## src/rtl/fetch_pkg.sv

```systemverilog
// rtl/fetch_pkg.sv - shared types and constants for the instruction fetch unit
package fetch_pkg;

    typedef enum logic [1:0] {
        FETCH    = 2'd0,
        WAIT_RSP = 2'd1,
        PRESENT  = 2'd2,
        FAULT    = 2'd3
    } fetch_state_t;

    localparam logic [31:0] NOP_INSTR        = 32'h0000_0013;
    localparam logic [31:0] DEFAULT_RESET_PC = 32'h0000_0000;

    // Instruction addresses must be word aligned; any low bit set is a fault.
    function automatic logic is_misaligned(input logic [31:0] addr);
        return (addr[1:0] != 2'b00);
    endfunction

endpackage

```

## src/rtl/pc_reg.sv

```systemverilog
// rtl/pc_reg.sv - 32-bit program counter register with load enable
module pc_reg
    import fetch_pkg::*;
#(
    parameter logic [31:0] RESET_VAL = DEFAULT_RESET_PC
) (
    input  logic        clk,
    input  logic        reset_n,
    input  logic        i_load,
    input  logic [31:0] i_d,
    output logic [31:0] o_q
);

    logic [31:0] r_pc;

    // Hold the PC; only advance when the fetch FSM commits a next address.
    always_ff @(posedge clk or negedge reset_n) begin
        if (!reset_n) begin
            r_pc <= RESET_VAL;
        end else if (i_load) begin
            r_pc <= i_d;
        end
    end

    assign o_q = r_pc;

endmodule

```

## src/rtl/fetch_unit.sv

```systemverilog
// rtl/fetch_unit.sv - single-outstanding instruction fetch FSM with retire counter
module fetch_unit
    import fetch_pkg::*;
#(
    parameter logic [31:0] RESET_PC = DEFAULT_RESET_PC
) (
    input  logic        clk,
    input  logic        reset_n,
    output logic        imem_req_valid,
    input  logic        imem_req_ready,
    output logic [31:0] imem_addr,
    input  logic        imem_rsp_valid,
    input  logic [31:0] imem_rsp_data,
    input  logic        PCSrc,
    input  logic [31:0] PCTarget,
    input  logic        instr_ready,
    output logic        instr_valid,
    output logic [31:0] Instr,
    output logic [6:0]  op,
    output logic [2:0]  funct3,
    output logic        funct7b5,
    output logic [31:0] PC,
    output logic [31:0] PCPlus4,
    output logic        fault,
    output logic [31:0] retired_count
);

    fetch_state_t r_state;
    fetch_state_t w_state_next;
    logic [31:0]  r_instr;
    logic [31:0]  r_retired_count;
    logic [31:0]  w_pc;
    logic [31:0]  w_pc_plus4;
    logic [31:0]  w_next_pc;
    logic         w_pc_load;
    logic         w_instr_load;
    logic         w_handshake;

    assign w_pc_plus4 = w_pc + 32'd4;
    assign w_next_pc  = PCSrc ? PCTarget : w_pc_plus4;

    pc_reg #(
        .RESET_VAL (RESET_PC)
    ) u_pc_reg (
        .clk     (clk),
        .reset_n (reset_n),
        .i_load  (w_pc_load),
        .i_d     (w_next_pc),
        .o_q     (w_pc)
    );

    // State register; reset abandons any outstanding memory response.
    always_ff @(posedge clk or negedge reset_n) begin
        if (!reset_n) begin
            r_state <= FETCH;
        end else begin
            r_state <= w_state_next;
        end
    end

    // Next-state and handshake decode; branch inputs only matter at retire.
    always_comb begin
        w_state_next   = r_state;
        imem_req_valid = 1'b0;
        instr_valid    = 1'b0;
        w_instr_load   = 1'b0;
        w_pc_load      = 1'b0;
        w_handshake    = 1'b0;
        case (r_state)
            FETCH: begin
                imem_req_valid = reset_n;
                if (imem_req_ready) begin
                    w_state_next = WAIT_RSP;
                end
            end
            WAIT_RSP: begin
                if (imem_rsp_valid) begin
                    w_instr_load = 1'b1;
                    w_state_next = PRESENT;
                end
            end
            PRESENT: begin
                instr_valid = 1'b1;
                if (instr_ready) begin
                    w_handshake = 1'b1;
                    if (PCSrc && is_misaligned(PCTarget)) begin
                        w_state_next = FAULT;
                    end else begin
                        w_pc_load    = 1'b1;
                        w_state_next = FETCH;
                    end
                end
            end
            FAULT: begin
                w_state_next = FAULT;
            end
            default: begin
                w_state_next = FETCH;
            end
        endcase
    end

    // Instruction holding register, written only by a response in WAIT_RSP.
    always_ff @(posedge clk or negedge reset_n) begin
        if (!reset_n) begin
            r_instr <= NOP_INSTR;
        end else if (w_instr_load) begin
            r_instr <= imem_rsp_data;
        end
    end

    // Retire counter; a faulting retire is still an accepted instruction.
    always_ff @(posedge clk or negedge reset_n) begin
        if (!reset_n) begin
            r_retired_count <= 32'd0;
        end else if (w_handshake) begin
            r_retired_count <= r_retired_count + 32'd1;
        end
    end

    assign imem_addr     = w_pc;
    assign PC            = w_pc;
    assign PCPlus4       = w_pc_plus4;
    assign Instr         = r_instr;
    assign op            = r_instr[6:0];
    assign funct3        = r_instr[14:12];
    assign funct7b5      = r_instr[30];
    assign fault         = (r_state == FAULT);
    assign retired_count = r_retired_count;

endmodule

```

## config.mk

```make
export PLATFORM = sky130hd
export DESIGN_NAME = fetch_unit
export DESIGN_NICKNAME = d
export VERILOG_FILES = /design/src/rtl/fetch_pkg.sv /design/src/rtl/pc_reg.sv /design/src/rtl/fetch_unit.sv
export SDC_FILE = /design/constraint.sdc
export NUM_CORES = 1
export LEC_CHECK = 0
export ABC_AREA = 0
export BUFFER_PORTS_ARGS = -buffer_cell sky130_fd_sc_hd__buf_2
export CAP_MARGIN = 20
export CORE_ASPECT_RATIO = 1.5
export CORE_UTILIZATION = 49
export CTS_BUF_LIST = sky130_fd_sc_hd__clkbuf_4 sky130_fd_sc_hd__clkbuf_8
export CTS_CLUSTER_SIZE = 16
export DETAILED_ROUTE_END_ITERATION = 7
export GPL_ROUTABILITY_DRIVEN = 0
export GPL_TIMING_DRIVEN = 0
export HOLD_SLACK_MARGIN = 0.12
export PLACE_DENSITY = 0.83
export SLEW_MARGIN = 10
export SYNTH_ARGS = -nofsm -noshare
export SYNTH_HDL_FRONTEND = slang
export SYNTH_SLANG_ARGS = --single-unit
```

## constraint.sdc

```tcl
create_clock -name clk -period 2.24 [get_ports clk]
set_clock_uncertainty 0.15 [all_clocks]
set_input_delay 0.112 -clock clk [delete_from_list [all_inputs] [get_ports clk]]
set_output_delay 0.112 -clock clk [all_outputs]
set_load 0.005 [all_outputs]
```

==> results of run 1 <==
-- state kept, by name (all words and copies together), names as in the netlist --
signal	count
Instr	32
retired_count	32
u_pc_reg.o_q	32
r_state	2
-- worst max-delay path, stage by stage (launching register included) --
cell      delay (ns)
dfrtp_1         0.38
clkbuf_1        0.31
nand3_1         0.19
nor3_1          0.40
nand3_4         0.15
xnor2_2         0.17
buf_2           0.13
-- layout make-up --
cell class	count	area, um2
flip-flops and latches	98	2475
well taps	144	180.2
fillers	618	2034
multi-input cells	346	2711
clock buffers	9	123.9
plain buffers	72	485.5
inverters	4	15.01
clock inverters	7	98.84
repair buffers	377	2466
-- cells in the mapped netlist, types with 12 or more instances --
library cell and n:
xor2_1 13, nand3_1 30, and3_1 12, clkbuf_1 22
buf_4 45, nand4_1 18, nand2_1 43, xnor2_1 46
mux2_2 32, nor2_1 32, o21ai_0 12, dfrtp_1 95
-- layout by cell type (no fill, tap or decap), types with 9 or more instances in the layout --
cell type / Yosys / final
buf_2: 4 / 245
buf_4: 45 / 102
dfrtp_1: 95 / 80
dlygate4sd3_1: 0 / 72
nand2_1: 43 / 40
xnor2_1: 46 / 35
mux2_2: 32 / 32
nor2_1: 32 / 25
nand3_1: 30 / 23
nand4_1: 18 / 18
dfrtp_2: 0 / 15
clkbuf_1: 22 / 13
xor2_1: 13 / 13
o21ai_0: 12 / 12
xnor2_2: 0 / 11
a22oi_1: 11 / 11
clkbuf_8: 0 / 10
and3_1: 12 / 10
mux2i_1: 9 / 9
o22ai_1: 9 / 9
-- kinds of logic (layout without fill, tap and decap cells) --
logic type | after synthesis | after routing | synth area share
DFF | 98 | 98 | 0.4609
adders and majority gates | 2 | 2 | 0.004695
buffers and inverters | 79 | 469 | 0.08875
AOI/OAI and AO/OA | 56 | 56 | 0.07091
muxes | 41 | 41 | 0.08453
and+or+nand+nor | 188 | 188 | 0.1932
xor gates and xnor gates | 59 | 59 | 0.09697
-- worst paths after layout --
check                           slack [ns]  depth (start not counted)               from                 to
max in group asynchronous             1.48                          3            reset_n           Instr[1]
worst min-delay path                  0.11                          3            reset_n  retired_count[26]
worst max-delay path                 -0.12                          6   u_pc_reg.o_q[22]        PCPlus4[28]
worst max register to register        0.03                          5  retired_count[12]  retired_count[31]
worst min register to register        0.34                          1   retired_count[7]   retired_count[7]
min in group clk                      0.22                          4        PCTarget[0]    u_pc_reg.o_q[0]
-- power by group through the flow --
stage	sequential (W)	clock [W]	combinational, W
2_1_floorplan	0.00286	0	0.00183
4_1_cts	0.00291	0.00130	0.00390
3_3_place_gp	0.00289	0	0.00323
6_report	0.00296	0.00131	0.00437
5_1_grt	0.00301	0.00138	0.00466
3_5_place_dp	0.00293	0	0.00333
-- layer usage --
layer	GRT usage	vias to the layer above
li1	-	2565
met5	0	-
met1	0.3566	2800
met4	0.1678	0
met3	0.06894	120
met2	0.6355	419
-- what timing repair did --
action | 4_1_cts | 5_1_grt
endpoints found under the setup margin | 46 | 59
setup buffers | 28 | 34
endpoints found under the hold margin | 159 | 39
resized for setup | 54 | 43
pin swaps | 14 | 25
hold buffers | 72 | 1
-- per-stage QoR --
step / setup slack [ns] / cell area (um2)
after global routing: -0.2008 / 8556
after floorplan: 0.09402 / 5329
after global placement: -0.3319 / 6720
final: -0.1167 / 8556
after detailed placement: -0.3647 / 6750
after CTS: -0.06344 / 8105
==> summary.txt, run 1 <==
STA
  • Max-slew headroom: 0.5770
  • Final hold violations: 0
  • RSZ-0062 raised after global routing: true
  • Final min period: 2.357 ns
  • Hold WS: 0.1088 ns
  • Fmax: 0.4243 GHz
  • Setup TNS: -0.7898 ns
  • Final setup margin: -0.1167 ns
  • Fin crit share: 1.052
  • Final setup violation count: 16
  • Fin. max-slew vios: 0
  • Slew at the pin with the worst max-slew slack: about 0.63 ns

GRT
  • First-pass GRT wire length: 29080 um
  • Total Routing Usage GR: 0.3395
  • Pin count of the biggest net entering global routing: 61
  • Initial antenna violation count: 0
  • Overflow after GRT: 0
  • Number of global-route vias before repair: 5522

Synthesis
  • Mapped Area: 5329 um2
  • Ranking of synthesized cells by area: dfrtp_1 45%, xnor2_1 7.6%, mux2_2 6.8%
  • Largest area contributor in the netlist: dfrtp_1
  • Synth Area per Inst: 10.19 um2
  • Yosys top cell area share: 0.4461
  • Register bit total from synthesis: 98
  • Synth unique cells: 46
  • Post-synth EDFFs: 0
  • Primary FF master, synth: dfrtp_1
  • Synth warn: 0
  • Syn nets: 595
  • Mapped Cells: 523
  • Asr flop ratio synth: 1.000
  • Sequential area share after synthesis: 0.4609

Detailed routing
  • Post-Route WL: 20840 um
  • Initial DRC Count: ~430
  • DR WL/cell: 19.71 um
  • Routed met2 length: 10870 um
  • Drt first pass iters: 7
  • Via count: slightly below 6000
  • Routed Antenna Nets: 0
  • Highest metal used: met4
  • DR DRC count: 0
  • WL met1: 6904 um
  • DR WL met3: just under 2000 um
  • Via density: 5.586

Floorplan
  • Die area: 11300 um2
  • FP Rows: 46
  • Die X: about 87 um
  • Core ar.: 10590 um2
  • I/O Pins: ~240
  • DIE HEIGHT: 129.7 um
  • Starting Density: 0.5032

Setup path
  • Critical Path End Type: primary output
  • Worst Path Arrival: about 2.1 ns
  • Startpoint Class: flip-flop
  • Req. time, crit path: 1.98 ns
  • Crit Path Max Fanout: 7
  • Crit path kind: flip-flop to primary output

Run status
  • Run status: finished, violations left
  • Failing checks: setup timing

Power
  • Clk pwr share: 0.152
  • Tot Pwr: around 0.0086 W
  • P_int: 0.005328 W
  • Total net switching power: 0.003305 W
  • Pwr dens: between 1000 and 1500 nW/um2
  • Sequential Power Share: 0.343
  • Sw Share: 0.3829
  • Peak VDD IR: 0.6281 mV
  • Comb pwr share: 0.506
  • Leak Pwr: 4.179 nW

CTS
  • Clock root buffer: clkbuf_8
  • Num CTS Buffers: 9
  • Clk_lat worst skew: 0.37 ns
  • Clk slew on worst S/H paths: around 0.1 ns
  • Clock tree buffer depth: 2
  • CTS tree: built
  • CTS sink count: 98
  • CTS H-tree lvls: 3

Placement
  • Post-DP HPWL: 12180 um
  • Port buffer count: 242
  • Cells after DPL: 910

Job
  • Max Cap Viol: 0

Worst hold path
  • Worst hold path class: input port to async pin

Layout
  • Post-layout util: 0.8079
  • Final Non-Filler Cells: 1057
  • Nets: 980
  • N_diodes: 0
  • Share of cells above drive strength 1: 0.5159
  • P&R area growth vs syn: 60.55%
(Power assumes the default switching activity.)
==> inputs of run 2 (changes only) <==
--- a/config.mk
+++ b/config.mk
@@ -8,7 +8,7 @@
 export ABC_AREA = 0
 export BUFFER_PORTS_ARGS = -buffer_cell sky130_fd_sc_hd__buf_2
 export CAP_MARGIN = 20
-export CORE_ASPECT_RATIO = 1.5
+export CORE_ASPECT_RATIO = 1.25
 export CORE_UTILIZATION = 49
 export CTS_BUF_LIST = sky130_fd_sc_hd__clkbuf_4 sky130_fd_sc_hd__clkbuf_8
 export CTS_CLUSTER_SIZE = 16
@@ -17,6 +17,7 @@
 export GPL_TIMING_DRIVEN = 0
 export HOLD_SLACK_MARGIN = 0.12
 export PLACE_DENSITY = 0.83
+export RECOVER_POWER = 50
 export SLEW_MARGIN = 10
 export SYNTH_ARGS = -nofsm -noshare
 export SYNTH_HDL_FRONTEND = slang
==> summary.txt, run 2 (synthesis gave the netlist of run 1 again) <==
Placement
  • Post-DP HPWL: 11650 um
  • Placed Area: around 6700 um2
  • Port buffer count: 242
  • Cells after DPL: around 900

STA
  • RSZ-0062 raised after global routing: true
  • Fmax: around 0.41 GHz
  • Slew at the pin with the worst max-slew slack: 0.7544 ns
  • Final min period: about 2.4 ns
  • Final hold violations: 0
  • Final setup margin: -0.1792 ns
  • Fin crit share: 1.080
  • Max-slew headroom: 0.4971
  • Fin. max-slew vios: 0
  • Final setup violation count: 17

Floorplan
  • Starting Density: 0.5045
  • I/O Pins: about 240
  • FP Rows: 42
  • Die area: 11300 um2
  • Core ar.: 10560 um2
  • DIE HEIGHT: 118.6 um
  • Die X: around 95 um

Layout
  • Fill cell count: 627
  • Fin area: 8278 um2
  • P&R area growth vs syn: 55.34%
  • N_diodes: 0
  • Nets: 955
  • Final Non-Filler Cells: 1020
  • Most common cell after layout, fill and taps aside: buf_2
  • Share of cells above drive strength 1: 0.4651
  • Commonest cells after routing, fill and taps aside: 209 x buf_2, 82 x buf_4, 80 x dfrtp_1

Power
  • Pwr dens: roughly 1000 nW/um2
  • Leak Pwr: 3.933 nW
  • Peak VDD IR: 0.7792 mV

CTS
  • Clk slew on worst S/H paths: 0.09 ns
  • CTS tree: built
  • CTS H-tree lvls: 3
  • Clk_lat worst skew: 0.37 ns
  • Clock tree buffer depth: 2
  • Num CTS Buffers: 9
  • CTS sink count: 98
  • Clock root buffer: clkbuf_8

GRT
  • First-pass GRT wire length: 28190 um
  • Pin count of the biggest net entering global routing: 60
  • Total Routing Usage GR: 0.3244
  • Number of global-route vias before repair: 5799
  • Overflow after GRT: 0
  • Initial antenna violation count: 0

Detailed routing
  • DR WL/cell: 19.77 um
  • Initial DRC Count: 440
  • Via density: 5.839
  • Highest metal used: met4
  • Drt first pass iters: 6
  • DR DRC count: 0
  • Routed met2 length: 10530 um
  • Post-Route WL: 20160 um
  • Routed Antenna Nets: 0
  • Via count: 5956
  • WL met1: 6585 um
  • DR WL met3: 1825 um

Run status
  • Run status: finished, violations left
  • Failing checks: setup timing

Setup path
  • R2R cell count: 7
  • Startpoint Class: flip-flop
  • Crit Path Max Fanout: 10
  • Req. time, crit path: 1.98 ns
  • Crit path kind: flip-flop to primary output
  • Worst Path Arrival: 2.16 ns
  • Critical Path End Type: primary output

Worst hold path
  • Worst hold path class: input port to flip-flop
  • Worst hold path stage count: 5

Job
  • Max Cap Viol: 0
[run 2: critical path, stage by stage (launching register included)]
cell and delay, ns:
dfrtp_1 0.68, and4_1 0.33, nand2_1 0.10, nand4b_1 0.26, xnor2_2 0.25, buf_2 0.18
[run 2: repair_timing]
item	in CTS	in global routing
setup buffers	23	19
setup endpoints to repair	47	52
hold endpoints to repair	159	14
hold buffers	68	3
pin swaps	7	24
resized for setup	45	49
[run 2: layer usage]
layer | GRT usage | vias to the layer above
met1 | 0.3367 | 2820
met5 | 0 | -
met4 | 0.1790 | 0
met2 | 0.5862 | 486
li1 | - | 2514
met3 | 0.06950 | 136
[run 2: power breakdown]
group          internal, W  switching, W  leakage [nW]
clock             0.000697      0.000645         0.120
combinational      0.00219       0.00189          2.63
sequential         0.00234      0.000707          1.18
total              0.00522       0.00325          3.93
[run 2: worst paths after layout]
check,start,endpoint,slack [ns]
max,u_pc_reg.o_q[26],PCPlus4[31],-0.18
min,PCTarget[0],r_state[0],0.14
max reg2reg,u_pc_reg.o_q[15],u_pc_reg.o_q[23],-0.06
min reg2reg,retired_count[31],retired_count[31],0.32
max in group asynchronous,reset_n,u_pc_reg.o_q[2],0.39
min in group asynchronous,reset_n,retired_count[30],0.28
[run 2: area by class of cell]
class,instances,area (um2),share of cell area
Multi-Input combinational cell,346,2694,0.3254
Clock buffer,11,151.4,0.01829
Tap cell,132,165.2,0.01995
Inverter,4,15.01,0.001814
Clock inverter,5,82.58,0.009976
Timing Repair Buffer,355,2221,0.2683
Buffer,69,474.2,0.05729
Sequential cell,98,2475,0.2990
[run 2: stage by stage]
| stage | setup slack (ns) | hold slack [ns] | TNS, ns | total power (W) | util |
|---|---|---|---|---|---|
| after floorplan | 0.09402 | -0.3336 | 0 | 0.004692 | - |
| after global placement | -0.2879 | 0.1917 | -9.607 | 0.006090 | 0.6348 |
| after detailed placement | -0.3278 | -0.005462 | -3.957 | 0.006222 | 0.6376 |
| after CTS | -0.08826 | 0.1388 | -0.3763 | 0.007965 | 0.7544 |
| after global routing | -0.3098 | 0.2075 | -2.868 | 0.008854 | 0.7837 |
| final | -0.1792 | 0.1411 | -1.357 | 0.008470 | 0.7837 |
